File: config.mk
export PLATFORM = sky130hd
export DESIGN_NAME = mem_port_arbiter
export DESIGN_NICKNAME = d
export VERILOG_FILES = /design/src/rtl/mem_port_arbiter_pkg.sv /design/src/rtl/mem_port_arbiter_starve_ctr.sv /design/src/rtl/mem_port_arbiter.sv
export SDC_FILE = /design/constraint.sdc
export NUM_CORES = 1
export LEC_CHECK = 0
export CAP_MARGIN = 20
export CORE_AREA = 2 2 108 110
export CTS_BUF_LIST = sky130_fd_sc_hd__clkbuf_4
export DETAILED_ROUTE_END_ITERATION = 10
export DIE_AREA = 0 0 110 112
export SLEW_MARGIN = 20
export SYNTH_ARGS = -nofsm -noshare
export SYNTH_HDL_FRONTEND = slang
export SYNTH_SLANG_ARGS = --single-unit
File: constraint.sdc
create_clock -name clk -period 3.3 [get_ports clk]
set_input_delay 0.33 -clock clk [delete_from_list [all_inputs] [get_ports clk]]
set_output_delay 0.33 -clock clk [all_outputs]
set_load 0.05 [all_outputs]
File: src/rtl/mem_port_arbiter_pkg.sv
// rtl/mem_port_arbiter_pkg.sv - shared constants for the unified memory port arbiter
package mem_port_arbiter_pkg;

  typedef logic [1:0] owner_t;

  localparam owner_t OWN_NONE = 2'd0;
  localparam owner_t OWN_IF   = 2'd1;
  localparam owner_t OWN_LS   = 2'd2;
  localparam owner_t OWN_DBG  = 2'd3;

  localparam int         DATA_W  = 32;
  localparam logic [3:0] BE_FULL = 4'hF;
  localparam int         CNT_W   = 4;

endpackage

File: src/rtl/mem_port_arbiter_starve_ctr.sv
// rtl/mem_port_arbiter_starve_ctr.sv - IF starvation counter and priority boost flag
module starve_ctr
  import mem_port_arbiter_pkg::*;
#(
  parameter int STARVE_MAX = 4
) (
  input  logic clk,
  input  logic reset,
  input  logic if_req,
  input  logic if_gnt,
  output logic boost
);

  localparam logic [CNT_W-1:0] LIMIT = CNT_W'(STARVE_MAX);

  logic [CNT_W-1:0] cnt;
  logic [CNT_W-1:0] cnt_inc;
  logic             denied;

  assign denied  = if_req && !if_gnt;
  assign cnt_inc = (cnt == {CNT_W{1'b1}}) ? cnt : cnt + 1'b1;

  // boost is raised on the same edge the count reaches the limit, so IF wins the very next cycle
  always_ff @(posedge clk or negedge reset) begin
    if (!reset) begin
      cnt   <= '0;
      boost <= 1'b0;
    end else begin
      cnt <= denied ? cnt_inc : '0;
      if (if_gnt) begin
        boost <= 1'b0;
      end else if (denied && cnt_inc == LIMIT) begin
        boost <= 1'b1;
      end
    end
  end

endmodule

File: src/rtl/mem_port_arbiter.sv
// rtl/mem_port_arbiter.sv - three-way arbiter (DBG > LS > IF, IF boost) onto one synchronous RAM port
module mem_port_arbiter
  import mem_port_arbiter_pkg::*;
#(
  parameter int ADDR_W     = 8,
  parameter int STARVE_MAX = 4
) (
  input  logic              clk,
  input  logic              reset,
  input  logic              if_req,
  input  logic [ADDR_W-1:0] if_addr,
  output logic              if_gnt,
  output logic              if_rvalid,
  output logic [DATA_W-1:0] if_rdata,
  input  logic              ls_req,
  input  logic              ls_we,
  input  logic [3:0]        ls_be,
  input  logic [ADDR_W-1:0] ls_addr,
  input  logic [DATA_W-1:0] ls_wdata,
  output logic              ls_gnt,
  output logic              ls_rvalid,
  output logic [DATA_W-1:0] ls_rdata,
  input  logic              dbg_req,
  input  logic              dbg_we,
  input  logic [ADDR_W-1:0] dbg_addr,
  input  logic [DATA_W-1:0] dbg_wdata,
  output logic              dbg_gnt,
  output logic              dbg_rvalid,
  output logic [DATA_W-1:0] dbg_rdata,
  output logic              mem_en,
  output logic [3:0]        mem_we,
  output logic [ADDR_W-1:0] mem_addr,
  output logic [DATA_W-1:0] mem_wdata,
  input  logic [DATA_W-1:0] mem_rdata,
  output logic              cpu_stall
);

  logic   boost;
  owner_t owner_q;
  owner_t owner_d;

  starve_ctr #(.STARVE_MAX(STARVE_MAX)) u_starve_ctr (
    .clk    (clk),
    .reset  (reset),
    .if_req (if_req),
    .if_gnt (if_gnt),
    .boost  (boost)
  );

  // grants are held low while reset is asserted so nothing reaches the RAM
  always_comb begin
    if_gnt  = 1'b0;
    ls_gnt  = 1'b0;
    dbg_gnt = 1'b0;
    if (reset) begin
      if (dbg_req) begin
        dbg_gnt = 1'b1;
      end else if (boost && if_req) begin
        if_gnt = 1'b1;
      end else if (ls_req) begin
        ls_gnt = 1'b1;
      end else if (if_req) begin
        if_gnt = 1'b1;
      end
    end
  end

  always_comb begin
    mem_we    = 4'h0;
    mem_addr  = '0;
    mem_wdata = '0;
    owner_d   = OWN_NONE;
    if (dbg_gnt) begin
      mem_addr  = dbg_addr;
      mem_wdata = dbg_wdata;
      mem_we    = dbg_we ? BE_FULL : 4'h0;
      owner_d   = dbg_we ? OWN_NONE : OWN_DBG;
    end else if (ls_gnt) begin
      mem_addr  = ls_addr;
      mem_wdata = ls_wdata;
      mem_we    = ls_we ? ls_be : 4'h0;
      owner_d   = ls_we ? OWN_NONE : OWN_LS;
    end else if (if_gnt) begin
      mem_addr  = if_addr;
      owner_d   = OWN_IF;
    end
  end

  assign mem_en    = if_gnt || ls_gnt || dbg_gnt;
  assign cpu_stall = reset && ((if_req && !if_gnt) || (ls_req && !ls_gnt));

  always_ff @(posedge clk or negedge reset) begin
    if (!reset) begin
      owner_q <= OWN_NONE;
    end else begin
      owner_q <= owner_d;
    end
  end

  assign if_rvalid  = (owner_q == OWN_IF);
  assign ls_rvalid  = (owner_q == OWN_LS);
  assign dbg_rvalid = (owner_q == OWN_DBG);

  assign if_rdata  = if_rvalid  ? mem_rdata : '0;
  assign ls_rdata  = ls_rvalid  ? mem_rdata : '0;
  assign dbg_rdata = dbg_rvalid ? mem_rdata : '0;

endmodule

-- Word-level counts from Yosys, hierarchy flattened
Index checks and enable logic that the tools add are counted.
- latch bits: 0
- bits in read-only memories: 0
- output and inout port bits: 148
- input port bits: 131
- register bits: 7
- memories: 0
- RAM bits: 0
- word-level logic and storage cells: 52
- reductions and logical operators: 11
- shifts and indexed selects: 0
- add/subtract/negate cells: 1
- multipliers: 0
- multiplexer cells: 32
- magnitude comparators: 0
- div/mod/pow operators: 0
- eq/ne operators: 5
- bitwise logic cells: 0
- operators with widths (kind ; number):
    $mux W32 ; 5
    $mux W4 ; 6
    $mux W8 ; 3
    $mux W1 ; 14
    $mux W2 ; 4
    $logic_and A1 B1 Y1 ; 5
    $add A4 B1 Y4 const B ; 1
    $eq A2 B2 Y1 const B ; 2
    $eq A4 B3 Y1 const B ; 1
    $eq A4 B4 Y1 const B ; 1
    $logic_or A1 B1 Y1 ; 3
    $eq A2 B1 Y1 const B ; 1
    $logic_not A1 Y1 ; 2
    $reduce_bool A2 Y1 ; 1

-- Depth between registers and ports, before layout
Gate-level depths: netlist of run 1.
- depth in word-level cells: 10
- depth in mapped cells: 5
- mapped depth without buffers: 4

-- By module
A second synthesis of run 1 with hierarchy kept.
- cells, all modules: 215
- area, all modules: 1587.8 sq um
- modules (own cells, without submodules) (module ; cells each ; times used ; area each (sq um) ; sequential area each (sq um)):
    mem_port_arbiter ; 190 ; 1 ; 1321.3 ; 50.0
    starve_ctr ; 25 ; 1 ; 266.5 ; 125.1

-- Worst setup path after synthesis of run 1
Ideal clock, no wire load.
- path type: flip-flop to output port
- start: register owner_q[0]
- end: output port ls_rdata[22]
- data arrival time: 1.765 ns
- required time: 2.970 ns
- buffers on the path: 1
- stages on the path, launching flop included: 4
- path slack: 1.205 ns
- cell sequence: dfrtp_1 and2b_1 clkbuf_1 and2_1
- longest elaborated chain between the ends: 2
- RTL lines (item ; RTL line ; text):
    start, declared ; mem_port_arbiter.sv:39 ; owner_t owner_q;
    start signal, assigned ; mem_port_arbiter.sv:96 ; owner_q <= owner_d;
    $eq A2 B2 Y1 ; mem_port_arbiter.sv:101 ; assign ls_rvalid = (owner_q == OWN_LS);
    net ls_rvalid ; mem_port_arbiter.sv:21 ; output logic ls_rvalid,
    $mux W32 ; mem_port_arbiter.sv:105 ; assign ls_rdata = ls_rvalid ? mem_rdata : '0;
    end, declared ; mem_port_arbiter.sv:22 ; output logic [DATA_W-1:0] ls_rdata,
The timed path passes the listed nets, and every way through them passes these cells.

-- Worst setup path after layout of run 1
- start: input port dbg_req
- end: output port if_gnt
- longest elaborated chain between the ends: 2
- RTL lines (item ; RTL line ; text):
    start, declared ; mem_port_arbiter.sv:23 ; input logic dbg_req,
    $mux W1 ; mem_port_arbiter.sv:56 ; if (dbg_req) begin
    $mux W1 ; mem_port_arbiter.sv:55 ; if (reset) begin
    end, declared ; mem_port_arbiter.sv:12 ; output logic if_gnt,
Every way passes these cells.

==> impl_metrics.yaml, run 1 <==
drt:
  wl_per_cell_um: 16.63
  via_count: 2710
  viasPerCell: 4.343
  post-route-drc-count: 0
  routed_wirelength_mm: 10.38
  drt_first_pass_iters: 4
  ant_nets: 0
  drtIter0Drc: 156
die:
  row_count: 39
  chipHeight_um: 112
  fp.dieArea_um2: 12320
  chipWidth_um: 110
  start_util_pct: 14.07
  ios: 279
  coreArea_um2: 11170
timing:
  setup_tns_ns: 0
  maxSlewHeadroom_pct: 63.12
  min_period_ns: 2.798
  hold_viol: 0
  setup_viol: 0
  rsz0062_at_grt: "false"
  whs_ns: 0.4313
  fin_skew_ns: 0.005936
  worst_slew_pin_slew_ns: 0.5515
  period_share_pct: 84.78
  drv_slew: 0
  fmax_mhz: 357.4
flow_run:
  max_cap_viol_count: 0
cts:
  cts_tree: "built"
  cts-resized-gates: 0
  clkTransAtPathRegs_ns: 0.05
  postCtsSetupBuffers: 0
  clock_path_buffers: 2
  cts_htree_levels: 1
  ctsHoldBuffers: 0
  clock-root-buffer: "clkbuf_4"
  clk_latency_ns: 0.26
  numCtsBuffers: 3
  cts_sinks: 7
grt:
  antenna_found_initial: 0
  grt_pass1_wl_mm: 14.72
  grt_max_degree: 47
  grt_pass1_vias: 2628
  grt_overflow: 0
  grt_usage_pct: 15.19
setup_path:
  rr_worst_depth: 4
  path_class: "in -> out"
  crit_chain: "clkdlybuf4s50_1 -> nand3b_2 -> nor2_2 -> clkdlybuf4s50_1"
  cp.depth: 4
  cp.required_ns: 2.97
  critPathSlowestCell: "clkdlybuf4s50_1"
  critical_path_buf_inv_count: 2
  start_kind: "input port"
  critical-path-top-delay-family: "buffers and inverters"
  arrival_ns: 2.47
  path_max_fanout: 14
  critPathMostFrequentCell: "clkdlybuf4s50_1"
  max_stage_delay_ns: 0.88
  end_kind: "output pin"
place:
  portBuffers: 278
  dp_hpwl_mm: 8.572
  gp_congestion: 0.8280
finish:
  final_nets: 614
  n_antenna_cell: 0
  drive_above_1_share_pct: 13.10
  area_growth_pct: 217.5
yosys:
  synth_top_cell_by_area: "and2_1"
  yosys_register_bits: 7
  synth_nets: 346
  avgSynthCellArea_um2: 7.349
  async_flop_share_pct: 100.0
  synth-edff-count: 0
  syn_inst: 214
  ys_top_cells_by_area: "and2_1 (26%), a22o_1 (18%), and3_1 (16%), dfrtp_1 (11%), a221o_1 (5.1%)"
  syn_area_um2: 1573
  ys_seq_area_share_pct: 11.14
  synth.top_cell.area_share_pct: 25.86
  synth_cell_type_count: 30
  synth_flop_cell: "dfrtp_1"
  yosys_warnings: 0
status:
  status: "complete, no violations"
worst_hold_path:
  min_path_type: "in -> async"
power:
  power_density_nw_per_um2: 198.5
  ir_drop_mv: 0.09766
  p_leak_nw: 2.109
[cell usage after synthesis, drive strengths merged (2+ instances only)]
library cell and instances:
nor2b 2, o22ai 2, nand3 3, and2b 3, nand2b 2, inv 2
mux2i 3, buf 8, nand2 4, and3 40, nand3b 2, dfrtp 7
a32o 5, a22o 32, and2 65, o21ai 2, nor2 4, a221o 8
clkbuf 14
[path summary, 6_finish.rpt]
path	slack, ns	endpoint	start
worst max register to register	1.88	u_starve_ctr.boost	u_starve_ctr.cnt[0]
worst min register to register	0.52	u_starve_ctr.boost	u_starve_ctr.boost
min in group clk	0.52	u_starve_ctr.boost	u_starve_ctr.boost
max in group asynchronous	2.70	owner_q[1]	reset
worst max-delay path	0.50	if_gnt	dbg_req
worst min-delay path	0.43	u_starve_ctr.cnt[1]	reset
[per-stage QoR]
step / utilization, % / std cells / area, µm² / total power, mW / worst slack [ns]
final: 44.69 / 624 / 4994 / 0.9913 / 0.5022
after global routing: 44.69 / 624 / 4994 / 1.034 / 0.3726
after floorplan: - / 214 / 1573 / 0.4762 / 1.205
after detailed placement: 44.42 / 620 / 4964 / 0.9081 / 0.5167
after CTS: 44.69 / 624 / 4994 / 0.9996 / 0.5039
after global placement: 44.42 / 620 / 4964 / 0.9047 / 0.5661
[state kept, by name (all words and copies together) (netlist names)]
signal / flops
owner_q: 2
u_starve_ctr.boost: 1
u_starve_ctr.cnt: 4
[final cells by class]
type                       count  area [µm²]
timing repair buffer         285        3316
sequential                     7       175.2
fill                        1090        6181
tap                          143       178.9
inverter                       2       7.507
multi-input combinational    183        1286
clock buffer                   4       30.03
[cell families after synthesis]
kind of cell | Yosys count | synth area share, %
simple gates | 127 | 49.80
fa+ha+maj | 1 | 0.7954
buf+inv | 24 | 7.079
compound gates | 51 | 28.72
flops | 7 | 11.14
mux | 3 | 1.909
xor+xnor | 1 | 0.5570
[power by group]
group | switching [mW] | internal (mW)
Sequential | 0.00731 | 0.0913
Clock | 0.0325 | 0.0544
Combinational | 0.418 | 0.387
Total | 0.458 | 0.533
[metal layers]
metal / up-vias / part of all wire, % / track usage (%)
met5: - / 0 / 0
met4: 0 / 1.0 / 2.278
met3: 11 / 9.0 / 3.454
met2: 137 / 52 / 28.51
met1: 1236 / 38 / 17.45
li1: 1326 / - / -
[cell usage in the layout (no fill, tap or decap)]
master and n:
mux2i_1 3, nor2_2 1, nand3b_1 1, nor2b_1 2
o22ai_1 2, and2_1 65, clkdlybuf4s50_1 230, nand3b_2 1
and3_1 40, o2111a_1 1, a22o_1 32, clkbuf_4 4
nor2_1 3, buf_4 7, xnor2_1 1, or2_2 1
buf_12 48, nand2b_1 2, inv_2 1, nand3_1 3
and2b_1 3, ha_1 1, inv_1 1, a221o_1 8
or3_1 1, o21ai_0 2, a21boi_0 1, a32o_1 5
nand2_1 4, dfrtp_1 7
Power figures use the tool's default switching activity.
==> run 2, diff against run 1 <==
Settings changed: CORE_AREA 2 2 108 110 to 2 2 109 111, DIE_AREA 0 0 110 112 to 0 0 111 113.
Clock period 3.3 ns to 2.5 ns, I/O delays scaled along.
==> impl_metrics.yaml, run 2 (synthesis results as in run 1) <==
power:
  power_density_nw_per_um2: 252.7
  p_leak_nw: 2.538
  ir_drop_mv: 0.1705
grt:
  grt_pass1_wl_mm: 16.06
  grt_pass1_vias: 2747
  grt_usage_pct: 15.95
  grt_overflow: 0
  antenna_found_initial: 0
  grt_max_degree: 24
setup_path:
  critical-path-top-delay-family: "buffers and inverters"
  path_max_fanout: 14
  max_stage_delay_ns: 0.52
  end_kind: "output pin"
  crit_chain: "clkdlybuf4s50_1 -> nor2b_1 -> nand3_1 -> inv_2 -> buf_4 -> a32o_1 -> buf_12"
  crit_start: "dbg_req"
  start_kind: "input port"
  critPathSlowestCell: "clkdlybuf4s50_1"
  critical_path_buf_inv_count: 4
  cp.required_ns: 2.25
  path_class: "in -> out"
  arrival_ns: 1.94
  r2r-start: "u_starve_ctr.cnt[0]"
finish:
  top_register: "u_starve_ctr.cnt"
  drive_above_1_share_pct: 34.22
  largest_reg_flops: 4
  area_growth_pct: 260.3
  fill_cells: 1025
  final_nets: 621
  layout_commonest_cell: "clkdlybuf4s50_1"
  final_cell_mix: "clkdlybuf4s50_1 (133), buf_12 (117), and2_1 (65), buf_4 (42), and3_1 (40)"
  final_cells: 631
  reg.largest.list: "u_starve_ctr.cnt (4), owner_q (2), u_starve_ctr.boost (1)"
  n_antenna_cell: 0
die:
  start_util_pct: 13.95
  chipWidth_um: 111
  chipHeight_um: 113
  fp.dieArea_um2: 12540
  row_count: 39
  coreArea_um2: 11270
  ios: 279
drt:
  post-route-drc-count: 0
  ant_nets: 0
  viasPerCell: 4.322
  drtIter0Drc: 126
  via_count: 2727
  routed_wirelength_mm: 10.89
  drt_first_pass_iters: 4
  wl_per_cell_um: 17.26
cts:
  cts_htree_levels: 1
  cts_sinks: 7
  ctsHoldBuffers: 0
  clock_path_buffers: 2
  cts_tree: "built"
  clock-root-buffer: "clkbuf_4"
  postCtsSetupBuffers: 0
  cts-resized-gates: 0
  numCtsBuffers: 3
  clkTransAtPathRegs_ns: 0.05
  clk_latency_ns: 0.24
timing:
  period_share_pct: 87.72
  hold_viol: 0
  setup_tns_ns: 0
  setup_viol: 0
  min_period_ns: 2.193
  rsz0062_at_grt: "false"
  maxSlewHeadroom_pct: 65.65
  fin_skew_ns: 0.002557
  worst_slew_pin_slew_ns: 0.5136
  drv_slew: 0
  whs_ns: 0.3390
  fmax_mhz: 456.0
place:
  gp_congestion: 0.8461
  dp_cells: 627
  dp_hpwl_mm: 9.328
  portBuffers: 278
worst_hold_path:
  min_path_type: "in -> async"
flow_run:
  max_cap_viol_count: 0
status:
  status: "complete, no violations"
-- run 2: cell types whose count changed in the layout (fill, tap and decap cells not counted) --
cell | previous run | this run
buf_12 | 48 | 117
clkdlybuf4s50_1 | 230 | 133
buf_4 | 7 | 42
-- run 2: area by class of cell --
type / count / area, µm² / area share (%)
Clock buffer: 4 / 30.03 / 0.5299
Inverter: 2 / 7.507 / 0.1325
Multi-Input combinational cell: 183 / 1286 / 22.70
Sequential cell: 7 / 175.2 / 3.091
Tap cell: 143 / 178.9 / 3.157
Timing Repair Buffer: 292 / 3989 / 70.39
-- run 2: layer usage --
metal  share of wire (%)  track usage [%]  vias to the layer above  routed length [µm]
li1                    -                -                     1336                   -
met1                  38            18.91                     1246                4092
met2                  55            30.88                      139                6011
met3                 6.6            2.839                        6                 718
met4                0.61            1.750                        0                  66
met5                   0                0                        -                   0
-- run 2: worst paths after layout --
check	cells after the start	to	slack, ns
setup / recovery	7	mem_we[1]	0.31
hold / removal	2	u_starve_ctr.boost	0.34
setup reg to reg	4	u_starve_ctr.boost	1.06
hold reg to reg	1	u_starve_ctr.boost	0.53
max in group asynchronous	2	u_starve_ctr.cnt[3]	2.00
min in group clk	1	u_starve_ctr.boost	0.53
-- run 2: where the power goes --
part	total [mW]	internal, mW	switching (mW)	leakage [nW]
Clock	0.109	0.0715	0.0374	0.0184
Combinational	1.19	0.609	0.581	2.43
Sequential	0.133	0.121	0.0123	0.0939
Total	1.43	0.801	0.630	2.54
-- run 2: metrics by stage --
stage               instance area [µm²]  power, mW  utilization (%)  setup slack [ns]
finish                             5667      1.432            50.27            0.3070
floorplan                          1573     0.6285                -            0.4846
global route                       5667      1.486            50.27            0.1664
global placement                   5637      1.323            50.01            0.2968
detailed placement                 5637      1.329            50.01            0.2886
CTS                                5667      1.444            50.27            0.2791
